## src/rtl/tick_divider_if.sv

```systemverilog
// tick_divider_if: control/divisor inputs and tick/square/pending outputs of tick_divider; i_sync_in exists only with TICK_DIVIDER_SYNC_EN
interface tick_divider_if #(parameter int CNT_W = 16);
  logic             i_en;
  logic             i_load;
  logic [CNT_W-1:0] i_div_fast_in;
  logic [CNT_W-1:0] i_div_slow_in;
`ifdef TICK_DIVIDER_SYNC_EN
  logic             i_sync_in;
`endif
  logic             o_tick_fast;
  logic             o_tick_slow;
  logic             o_sq_fast;
  logic             o_sq_slow;
  logic             o_pending;
  modport master (
`ifdef TICK_DIVIDER_SYNC_EN
    output i_sync_in,
`endif
    output i_en, i_load, i_div_fast_in, i_div_slow_in,
    input  o_tick_fast, o_tick_slow, o_sq_fast, o_sq_slow, o_pending
  );
  modport slave (
`ifdef TICK_DIVIDER_SYNC_EN
    input  i_sync_in,
`endif
    input  i_en, i_load, i_div_fast_in, i_div_slow_in,
    output o_tick_fast, o_tick_slow, o_sq_fast, o_sq_slow, o_pending
  );
endinterface

```

## src/rtl/tick_divider.sv

```systemverilog
// tick_divider: cascaded fast/slow tick-enable + 50% square-wave divider with shadowed runtime divisors (ports clk, rst, bus: i_en/i_load/i_div_*_in -> o_tick_*/o_sq_*/o_pending; TICK_DIVIDER_SYNC_EN adds i_sync_in counter re-sync)
module tick_divider #(
  parameter int CNT_W    = 16,
  parameter int DIV_FAST = 256,
  parameter int DIV_SLOW = 49
) (
  input logic          clk,
  input logic          rst,
  tick_divider_if.slave bus
);
  localparam logic [CNT_W-1:0] ONE   = CNT_W'(1);
  localparam logic [CNT_W-1:0] RST_F = CNT_W'(DIV_FAST);
  localparam logic [CNT_W-1:0] RST_S = CNT_W'(DIV_SLOW);
  logic [CNT_W-1:0] r_cnt_f, r_cnt_s, r_div_f, r_div_s, r_sh_f, r_sh_s;
  logic             r_tick_f, r_tick_s, r_sq_f, r_sq_s, r_pending;
  logic [CNT_W-1:0] w_ld_f, w_ld_s;
  logic             w_wrap_f, w_wrap_s, w_sync;
  assign w_ld_f   = bus.i_div_fast_in == '0 ? ONE : bus.i_div_fast_in;
  assign w_ld_s   = bus.i_div_slow_in == '0 ? ONE : bus.i_div_slow_in;
  assign w_wrap_f = bus.i_en && r_cnt_f >= r_div_f - ONE;
  assign w_wrap_s = w_wrap_f && r_cnt_s >= r_div_s - ONE;
`ifdef TICK_DIVIDER_SYNC_EN
  logic r_sync, r_sync_d;
  always_ff @(posedge clk)
    if (rst) begin
      r_sync   <= 1'b0;
      r_sync_d <= 1'b0;
    end else begin
      r_sync   <= bus.i_sync_in;
      r_sync_d <= r_sync;
    end
  assign w_sync = r_sync && !r_sync_d;
`else
  assign w_sync = 1'b0;
`endif
  always_ff @(posedge clk)
    if (rst) begin
      r_cnt_f   <= '0;
      r_cnt_s   <= '0;
      r_div_f   <= RST_F;
      r_div_s   <= RST_S;
      r_sh_f    <= RST_F;
      r_sh_s    <= RST_S;
      r_tick_f  <= 1'b0;
      r_tick_s  <= 1'b0;
      r_sq_f    <= 1'b0;
      r_sq_s    <= 1'b0;
      r_pending <= 1'b0;
    end else if (w_sync) begin
      r_cnt_f   <= '0;
      r_cnt_s   <= '0;
      r_div_f   <= r_sh_f;
      r_div_s   <= r_sh_s;
      r_tick_f  <= 1'b0;
      r_tick_s  <= 1'b0;
      r_sq_f    <= 1'b0;
      r_sq_s    <= 1'b0;
      r_pending <= 1'b0;
    end else begin
      r_tick_f <= w_wrap_f;
      r_tick_s <= w_wrap_s;
      r_cnt_f  <= w_wrap_f ? '0 : bus.i_en ? r_cnt_f + ONE : r_cnt_f;
      r_cnt_s  <= w_wrap_s ? '0 : w_wrap_f ? r_cnt_s + ONE : r_cnt_s;
      r_sq_f   <= r_sq_f ^ w_wrap_f;
      r_sq_s   <= r_sq_s ^ w_wrap_s;
      // a load landing on a wrap keeps the old divisors; the new ones wait for the next wrap
      if (bus.i_load) begin
        r_sh_f    <= w_ld_f;
        r_sh_s    <= w_ld_s;
        r_pending <= 1'b1;
      end else if (w_wrap_f) begin
        r_div_f   <= r_sh_f;
        r_div_s   <= r_sh_s;
        r_pending <= 1'b0;
      end
    end
  assign bus.o_tick_fast = r_tick_f;
  assign bus.o_tick_slow = r_tick_s;
  assign bus.o_sq_fast   = r_sq_f;
  assign bus.o_sq_slow   = r_sq_s;
  assign bus.o_pending   = r_pending;
endmodule

```

## src/flat_wrapper.sv

```systemverilog
// flat-port wrapper written by rule: the top's interface ports become plain ports
module tick_divider_flat 
#(
  parameter int CNT_W    = 16,
  parameter int DIV_FAST = 256,
  parameter int DIV_SLOW = 49
)
  (clk, rst, bus_i_en, bus_i_load, bus_i_div_fast_in, bus_i_div_slow_in, bus_o_tick_fast, bus_o_tick_slow, bus_o_sq_fast, bus_o_sq_slow, bus_o_pending);
  tick_divider_if #(.CNT_W(CNT_W)) bus_i ();
  input logic clk;
  input logic rst;
  input wire logic [$bits(bus_i.i_en)-1:0] bus_i_en;
  input wire logic [$bits(bus_i.i_load)-1:0] bus_i_load;
  input wire logic [$bits(bus_i.i_div_fast_in)-1:0] bus_i_div_fast_in;
  input wire logic [$bits(bus_i.i_div_slow_in)-1:0] bus_i_div_slow_in;
  output wire logic [$bits(bus_i.o_tick_fast)-1:0] bus_o_tick_fast;
  output wire logic [$bits(bus_i.o_tick_slow)-1:0] bus_o_tick_slow;
  output wire logic [$bits(bus_i.o_sq_fast)-1:0] bus_o_sq_fast;
  output wire logic [$bits(bus_i.o_sq_slow)-1:0] bus_o_sq_slow;
  output wire logic [$bits(bus_i.o_pending)-1:0] bus_o_pending;
  assign bus_i.i_en = bus_i_en;
  assign bus_i.i_load = bus_i_load;
  assign bus_i.i_div_fast_in = bus_i_div_fast_in;
  assign bus_i.i_div_slow_in = bus_i_div_slow_in;
  assign bus_o_tick_fast = bus_i.o_tick_fast;
  assign bus_o_tick_slow = bus_i.o_tick_slow;
  assign bus_o_sq_fast = bus_i.o_sq_fast;
  assign bus_o_sq_slow = bus_i.o_sq_slow;
  assign bus_o_pending = bus_i.o_pending;
  tick_divider #(.CNT_W(CNT_W), .DIV_FAST(DIV_FAST), .DIV_SLOW(DIV_SLOW)) u_core (.clk(clk), .rst(rst), .bus(bus_i));
endmodule
```

## config.mk

```make
export PLATFORM = sky130hd
export DESIGN_NAME = tick_divider_flat
export DESIGN_NICKNAME = d
export VERILOG_FILES = /design/src/rtl/tick_divider_if.sv /design/src/rtl/tick_divider.sv /design/src/flat_wrapper.sv
export SDC_FILE = /design/constraint.sdc
export NUM_CORES = 1
export LEC_CHECK = 0
export CAP_MARGIN = 20
export CORE_UTILIZATION = 40
export CTS_BUF_LIST = sky130_fd_sc_hd__clkbuf_8
export DETAILED_ROUTE_END_ITERATION = 7
export SLEW_MARGIN = 20
export SYNTH_ARGS = -nofsm -noshare
export SYNTH_HDL_FRONTEND = slang
export SYNTH_SLANG_ARGS = --single-unit
export TNS_END_PERCENT = 20
```

## constraint.sdc

```tcl
create_clock -name clk -period 9.3 [get_ports clk]
set_clock_uncertainty 0.05 [all_clocks]
set_input_delay 0.93 -clock clk [delete_from_list [all_inputs] [get_ports clk]]
set_output_delay 0.93 -clock clk [all_outputs]
set_load 0.01 [all_outputs]
```

==> results of run 1 <==
-- registers in the layout, indices dropped and copies added (netlist names) --
| register | count |
|---|---|
| u_core.r_cnt_f | 16 |
| u_core.r_cnt_s | 16 |
| u_core.r_div_f | 16 |
| u_core.r_div_s | 16 |
| u_core.r_sh_f | 16 |
| u_core.r_sh_s | 16 |
| u_core.bus.o_pending | 1 |
| u_core.bus.o_sq_fast | 1 |
| u_core.bus.o_sq_slow | 1 |
| u_core.bus.o_tick_fast | 1 |
| u_core.bus.o_tick_slow | 1 |
-- synthesized netlist by cell type (all sizes together) (4+ instances only) --
cell type and n:
xnor2 30, and3 8, inv 13, nor2 99, nor3 20, nor4 14
ha 36, nand4 6, or3 4, o32ai 4, or4 7, mux2i 60
o21ai 11, buf 13, nand2 38, dfxtp 101, xor2 13, nand3 23
clkbuf 11, a21oi 21
-- metal layers --
layer	track usage	vias up
met5	0	-
met1	0.2442	1825
met3	0.02720	9
li1	-	2110
met2	0.2579	58
met4	0.05128	0
-- worst reg2reg max path: stages, from the launching register on --
cell      delay, ps
dfxtp_1         340
nor3_1          270
nor3b_1         420
nand3_1         190
nor4_1          260
xnor2_1         130
ha_1            300
and4_2          280
nand4_1         100
o31a_1          320
a311oi_4        310
buf_4           500
mux2i_1         280
nor2_1           50
-- cell usage in the layout (no fill, tap or decap), drive strengths merged, types with 4 or more instances in the layout --
cell type      count
clkbuf             9
clkdlybuf4s50     38
nand3             23
o32ai              4
inv               15
and3               8
nor4              14
xnor2             30
or4                7
buf                4
a21oi             21
dfxtp            101
nor3              20
mux2i             60
nand4              6
nor2              99
ha                36
o21ai             11
xor2              13
or3                4
nand2             38
-- power breakdown --
part	internal, W	leakage, nW	total [W]	switching (W)
sequential	0.000442	0.821	0.000448	0.00000634
combinational	0.0000253	1.30	0.0000486	0.0000234
clock	0.000151	0.102	0.000301	0.000150
-- layout make-up --
cell class,instances,share of cell area
flip-flops and latches,101,0.3428
multi-input cells,438,0.5076
repair buffers,42,0.06873
clock buffers,9,0.02100
inverters,14,0.008910
well taps,172,0.03649
clock inverters,5,0.01443
-- logic make-up (layout without fill, tap and decap cells) --
family | count (synthesis) | count (layout) | synth area share
adders and majority gates | 36 | 36 | 0.08706
buffers and inverters | 38 | 70 | 0.03386
and+or+nand+nor | 234 | 234 | 0.2123
AOI/OAI and AO/OA | 65 | 65 | 0.08706
DFF | 101 | 101 | 0.3908
xor gates and xnor gates | 43 | 43 | 0.07279
muxes | 60 | 60 | 0.1161
-- stage by stage --
step	hold WS (ps)	utilization	worst slack [ps]	total power, W	instance area [sq um]
after floorplan	392.4	-	5930	0.0004828	5174
after global placement	408.0	0.4508	5453	0.0005061	5689
after detailed placement	413.7	0.4508	5408	0.0005074	5689
after CTS	440.0	0.4674	5373	0.0008096	5898
after global routing	471.3	0.4674	5000	0.0008322	5898
final	432.7	0.4674	5387	0.0007976	5898
-- worst paths after layout --
kind                             to  slack [ps]  cells past startpoint         startpoint
hold / removal     u_core.r_sh_s[5]         430                      2   u_core.r_sh_s[5]
setup reg to reg  u_core.r_div_f[2]        5390                     13  u_core.r_div_f[0]
setup / recovery  u_core.r_div_f[2]        5390                     13  u_core.r_div_f[0]
hold reg to reg    u_core.r_sh_s[5]         430                      2   u_core.r_sh_s[5]
==> reports/qor.yml, run 1 <==
crit_buf_inv: 1
synth_top_area_share: 0.3908
multiInputGateArea_sq_mm: 0.002994
peakVddDrop_v: 0.00007354
synth_top_area_cell: "dfxtp_1"
clk_latency_ps: 370
cts_made_buffers: 9
seq_area_sq_mm: 0.002022
num_vias: 4002
drtAntennaViolNets: 0
end_kind: "register"
die_y_um: 115.7
path_delay_family: "simple AND/OR/NAND/NOR gates"
grt_pass1_vias: 3732
synth_nets: 649
core_area_sq_mm: 0.01262
drc: 0
drt-total-wl_mm: 10.54
root_buffer: "clkbuf_8"
synth_edf_count: 0
layout.nets: 678
synth.distinct_cells: 55
worst_pin_slew_ps: 1032
hold_viol_final: 0
cp_cell_sequence: "nor3_1 -> nor3b_1 -> nand3_1 -> nor4_1 -> xnor2_1 -> ha_1 -> and4_2 -> nand4_1 -> o31a_1 -> a311oi_4 -> buf_4 -> mux2i_1 -> nor2_1"
placedCellCount: 767
start_kind: "register"
drv_cap: 0
ys_seq_area_frac: 0.3908
port_buffers: 40
worstPathMaxFanout: 36
ys_async_sr_fraction: 0
synth_seq_cells: 101
layout-drive-gt1-share: 0.04762
antenna_found_initial: 0
postCtsSetupBuffers: 0
gr-total-overflow: 0
p_leak_nw: 2.226
grt_setup_unrepaired: "false"
netlist_area_sq_mm: 0.005174
p_per_area_mw_per_mm2: 135.2
fillers: 1245
final_max_slew_viol_count: 0
drt_iter0_drc: 100
slew-limit-headroom: 0.3117
holdBufCountCts: 0
fin_crit_ps: 3913
start_util: 0.4100
num_antenna_cells: 0
criticalPathCategory: "reg2reg"
max-clock-path-buffers: 2
cts_tree: "built"
final_cell_count_no_fill: 781
worstPathArrival_ps: 4100
grt_max_degree: 71
synthTopCellsByArea: "dfxtp_1 39%, mux2i_1 12%, ha_1 8.7%, nor2_1 7.2%, xnor2_1 5.1%"
setup_violations: 0
crit_slowest_cell: "buf_4"
final.period_utilization: 0.4208
h-tree-depth: 3
fin_tns_setup_ps: 0
wl_met2_mm: 4.432
slowest_delay_ps: 500
cts_num_sinks: 101
grt_util_all_layers: 0.1690
place_congestion: 0.7551
die_w_um: 115.7
dr.max_layer_used: "met4"
vias_per_cell: 5.124
hp-class: "reg2reg"
die_area_sq_mm: 0.01339
synth.avg_cell_area_sq_um: 8.967
max_freq_ghz: 0.2556
yosysWarnings: 0
netlist_instances: 577
rows: 41
dpl.hpwl_mm: 7.838
grt_pass1_wl_mm: 18.04
dr_wl_met3_um: 343
wl_per_cell_um: 13.49
clk_pin_slew_ps: 100
crit_required_ps: 9490
cts_resized: 0
ios: 41
syn_to_final_growth_pct: 14.00
dr.pass1.iters: 4
met1_length_mm: 5.638
synth_ff_type: "dfxtp_1"
status: "complete, no violations"
(Power assumes the default switching activity.)
==> inputs of run 2 (changes only) <==
- clock period: 9.3 -> 4 ns (I/O delays scaled with it)
==> run 2 against run 1 <==
- register-to-register slack worse by 5000 ps
- largest power group unchanged
- hold slack gained 7.0 ps
- via count increased by 3.5%
==> reports/qor.yml, run 2 (synthesis results as in run 1) <==
cts_tree: "built"
hold_viol_final: 0
grt_pass1_vias: 3892
hp-class: "reg2reg"
start_util: 0.4100
crit_required_ps: 4180
syn_to_final_growth_pct: 14.56
wl_per_cell_um: 13.71
worstPathMaxFanout: 36
core_area_sq_mm: 0.01262
seq_area_sq_mm: 0.002022
slew-limit-headroom: 0.4692
h-tree-depth: 3
ios: 41
fin_util: 0.4697
drc: 0
die_area_sq_mm: 0.01339
drtAntennaViolNets: 0
grt_pass1_wl_mm: 18.50
gr-total-overflow: 0
root_buffer: "clkbuf_8"
criticalPathCategory: "reg2reg"
grt_setup_unrepaired: "false"
antenna_found_initial: 0
vias_per_cell: 5.256
final.period_utilization: 0.9097
max-clock-path-buffers: 2
worstPathArrival_ps: 3810
multiInputGateArea_sq_mm: 0.003000
die_y_um: 115.7
num_vias: 4142
dpl.hpwl_mm: 8.089
postCtsSetupBuffers: 0
drt-total-wl_mm: 10.81
cts_made_buffers: 9
grt_util_all_layers: 0.1744
final_common_cell: "dfxtp_1"
worst_pin_slew_ps: 796.3
hold_ws_ps: 439.7
fin_crit_ps: 3639
setup_violations: 0
grt_max_degree: 79
fin_tns_setup_ps: 0
die_w_um: 115.7
clk_latency_ps: 360
p_leak_nw: 2.242
layout.nets: 683
finalPower_w: 0.001767
max_freq_ghz: 0.2748
rows: 41
port_buffers: 40
drv_cap: 0
clk_pin_slew_ps: 100
status: "complete, no violations"
layout-drive-gt1-share: 0.06169
fillers: 1282
dr.pass1.iters: 4
place_congestion: 0.7989
cts_num_sinks: 101
start_kind: "register"
end_kind: "register"
final_max_slew_viol_count: 0
peakVddDrop_v: 0.0001646
drt_iter0_drc: 158
num_antenna_cells: 0
final_cell_mix: "101 x dfxtp_1, 99 x nor2_1, 60 x mux2i_1, 38 x nand2_1, 38 x clkdlybuf4s50_1"
p_per_area_mw_per_mm2: 298.1
==> run 2: changes by cell type in the layout (fill, tap and decap cells not counted), sizes merged <==
cell | before | now
buf | 4 | 9
bufinv | 2 | 0
clkinv | 1 | 3
clkinvlp | 1 | 2
inv | 15 | 16
==> run 2: final cells by class <==
| type | instances | area share |
|---|---|---|
| Clock buffer | 9 | 0.02090 |
| Clock inverter | 7 | 0.009711 |
| Inverter | 14 | 0.008866 |
| Multi-Input combinational cell | 438 | 0.5062 |
| Sequential cell | 101 | 0.3411 |
| Tap cell | 172 | 0.03631 |
| Timing Repair Buffer | 47 | 0.07684 |
==> run 2: path summary, 6_finish.rpt <==
path | from | depth (start not counted) | to | slack, ps
setup reg to reg | u_core.r_div_f[0] | 13 | u_core.r_div_f[9] | 360
hold reg to reg | u_core.r_sh_f[8] | 2 | u_core.r_sh_f[8] | 440
hold / removal | u_core.r_sh_f[8] | 2 | u_core.r_sh_f[8] | 440
setup / recovery | u_core.r_div_f[0] | 13 | u_core.r_div_f[9] | 360
==> run 2: metrics by stage <==
step                setup slack [ps]  cells  area (sq um)
finish                         361.1    788          5927
global route                   29.86    788          5927
CTS                            224.7    788          5921
detailed placement             255.3    772          5739
global placement               328.6    772          5739
floorplan                      630.4    577          5174
==> run 2: report_power, final <==
group / internal (W) / switching [W] / total, W
clock: 0.000235 / 0.000374 / 0.000609
combinational: 0.0000602 / 0.0000561 / 0.000116
sequential: 0.00103 / 0.0000147 / 0.00104
==> run 2: timing repair <==
action,CTS,global route
endpoints found under the setup margin,0,33
resized for setup,0,2
hold buffers,0,0
==> run 2: per-layer routing <==
layer  vias to the layer above  track usage  wire length (um)
met2                        76       0.2727              4661
met4                         0      0.05556               146
li1                       2127            -                 -
met5                         -            0                 0
met1                      1931       0.2436              5642
met3                         8      0.03138               356
==> run 2: critical path: stages (launching register included) <==
cell	delay [ps]
dfxtp_1	340
nor3_1	270
nor3b_2	300
nand3_1	170
nor4_1	250
xnor2_1	130
ha_1	310
and4_2	280
nand4_1	110
o31a_1	330
a311oi_4	360
buf_12	280
mux2i_1	210
nor2_1	60
==> inputs of run 3 (changes only) <==
- DONT_BUFFER_PORTS: not set -> 1
==> run 3 against run 2 <==
- combinational power is 56% lower
- sequential cell count unchanged
- count of clock-buffer cells in the layout unchanged
- die area unchanged
- cell count fell by 5.7%
- total power shrank 1.5%
- cell area fell by 6.9%
- register-to-register slack is essentially flat
- routed wire length shrank 1.4%
- sequential power about the same
- clock power up 6.2%
- critical path type unchanged
- largest cell class unchanged
==> reports/qor.yml, run 3 (synthesis results as in run 1) <==
drt_iter0_drc: 166
final_common_cell: "dfxtp_1"
dpl.hpwl_mm: 7.904
layout.nets: 638
drt-total-wl_mm: 10.66
root_buffer: "clkbuf_8"
r2r_end: "u_core.r_cnt_s[8]"
drtAntennaViolNets: 0
worst_pin_slew_ps: 721.9
die_area_sq_mm: 0.01339
die_y_um: 115.7
peakVddDrop_v: 0.0002987
fin_tns_setup_ps: 0
h-tree-depth: 3
fin_area_sq_mm: 0.005520
drv_cap: 0
syn_to_final_growth_pct: 6.699
wl_per_cell_um: 14.34
num_vias: 3918
slew-limit-headroom: 0.5158
max_freq_ghz: 0.2746
r2r_setup_slack_ps: 360
dpl-instance-area_sq_mm: 0.005311
reg2reg_depth: 12
fin_crit_ps: 3641
postCtsSetupBuffers: 0
layout-drive-gt1-share: 0.05429
grt_util_all_layers: 0.1712
max-clock-path-buffers: 2
crit_top_cell: "nand2_1"
cts_num_sinks: 101
hold_start: "rst"
p_leak_nw: 2.074
startpoint: "u_core.r_div_s[6]"
path_depth: 12
port_buffers: 0
clk_latency_ps: 390
final_max_slew_viol_count: 0
cp_cell_sequence: "or4_1 -> nor2_1 -> nand3_1 -> nor4_1 -> xnor2_1 -> ha_1 -> a21oi_1 -> nand2_1 -> a221oi_1 -> and3_1 -> nand2_1 -> o32ai_1"
hp-class: "in2reg"
grt_setup_unrepaired: "false"
vias_per_cell: 5.273
cts_made_buffers: 9
final.period_utilization: 0.9103
gr-total-overflow: 0
dr.pass1.iters: 4
setup_violations: 0
p_per_area_mw_per_mm2: 315.3
crit_required_ps: 4250
crit_slowest_cell: "or4_1"
final_cell_mix: "101 x dfxtp_1, 99 x nor2_1, 60 x mux2i_1, 37 x nand2_1, 36 x ha_1"
drc: 0
status: "complete, no violations"
die_w_um: 115.7
path_delay_family: "simple AND/OR/NAND/NOR gates"
ios: 41
r2r_start: "u_core.r_div_s[6]"
start_util: 0.4100
grt_max_degree: 80
grt_pass1_vias: 3643
clk_pin_slew_ps: 100
antenna_found_initial: 0
final_cell_count_no_fill: 743
num_antenna_cells: 0
worstPathMaxFanout: 13
slowest_delay_ps: 560
setup.worst_path.end: "u_core.r_cnt_s[8]"
worstPathArrival_ps: 3890
criticalPathCategory: "reg2reg"
end_kind: "register"
placedCellCount: 727
start_kind: "register"
crit_buf_inv: 0
rows: 41
hold_viol_final: 0
grt_pass1_wl_mm: 17.77
core_area_sq_mm: 0.01262
place_congestion: 0.8096
cts_tree: "built"
-- run 3: through the flow --
stage	setup WS [ps]	util	total power, W	hold slack (ps)
after floorplan	630.4	-	0.001123	392.4
after global placement	313.2	0.4209	0.001114	409.4
after detailed placement	192.5	0.4209	0.001117	415.7
after CTS	155.3	0.4368	0.001763	13.68
after global routing	28.75	0.4374	0.001823	1.324
final	358.9	0.4374	0.001741	24.91
-- run 3: worst reg2reg max path, stage by stage, from the launching register on --
cell      delay [ps]
dfxtp_1          390
or4_1            560
nor2_1           150
nand3_1          130
nor4_1           250
xnor2_1          170
ha_1             280
a21oi_1          150
nand2_1           70
a221oi_1         320
and3_1           530
nand2_1          220
o32ai_1          290
-- run 3: timing repair --
action,4_1_cts,5_1_grt
hold buffers,0,0
resized for setup,0,3
endpoints found under the setup margin,0,22
-- run 3: layout make-up --
class	count	area, sq um
multi-input cells	438	3002
clock buffers	9	123.9
flip-flops and latches	101	2022
well taps	172	215.2
clock inverters	7	77.57
repair buffers	2	27.53
inverters	14	52.55
fillers	1287	7099
-- run 3: worst min path at each step --
stage	end	slack [ps]	cells after the start
2_1_floorplan	u_core.r_sh_f[8]	390	2
3_5_place_dp	u_core.r_sh_f[8]	420	2
6_report	u_core.bus.o_sq_fast	20	1
4_1_cts	u_core.bus.o_sq_fast	10	1
3_3_place_gp	u_core.r_sh_f[8]	410	2
5_1_grt	u_core.bus.o_sq_fast	1	1
-- run 3: per-layer routing --
layer | global-route usage | vias up | part of all wire | routed length (um)
li1 | - | 2025 | - | -
met1 | 0.2418 | 1803 | 0.52 | 5538
met2 | 0.2491 | 76 | 0.42 | 4446
met3 | 0.03452 | 14 | 0.042 | 450
met4 | 0.08120 | 0 | 0.021 | 220
met5 | 0 | - | 0 | 0
-- run 3: power by group --
part	leakage, nW	switching, W	internal, W
clock	0.0983	0.000400	0.000247
sequential	0.821	0.0000152	0.00103
combinational	1.15	0.0000232	0.0000277
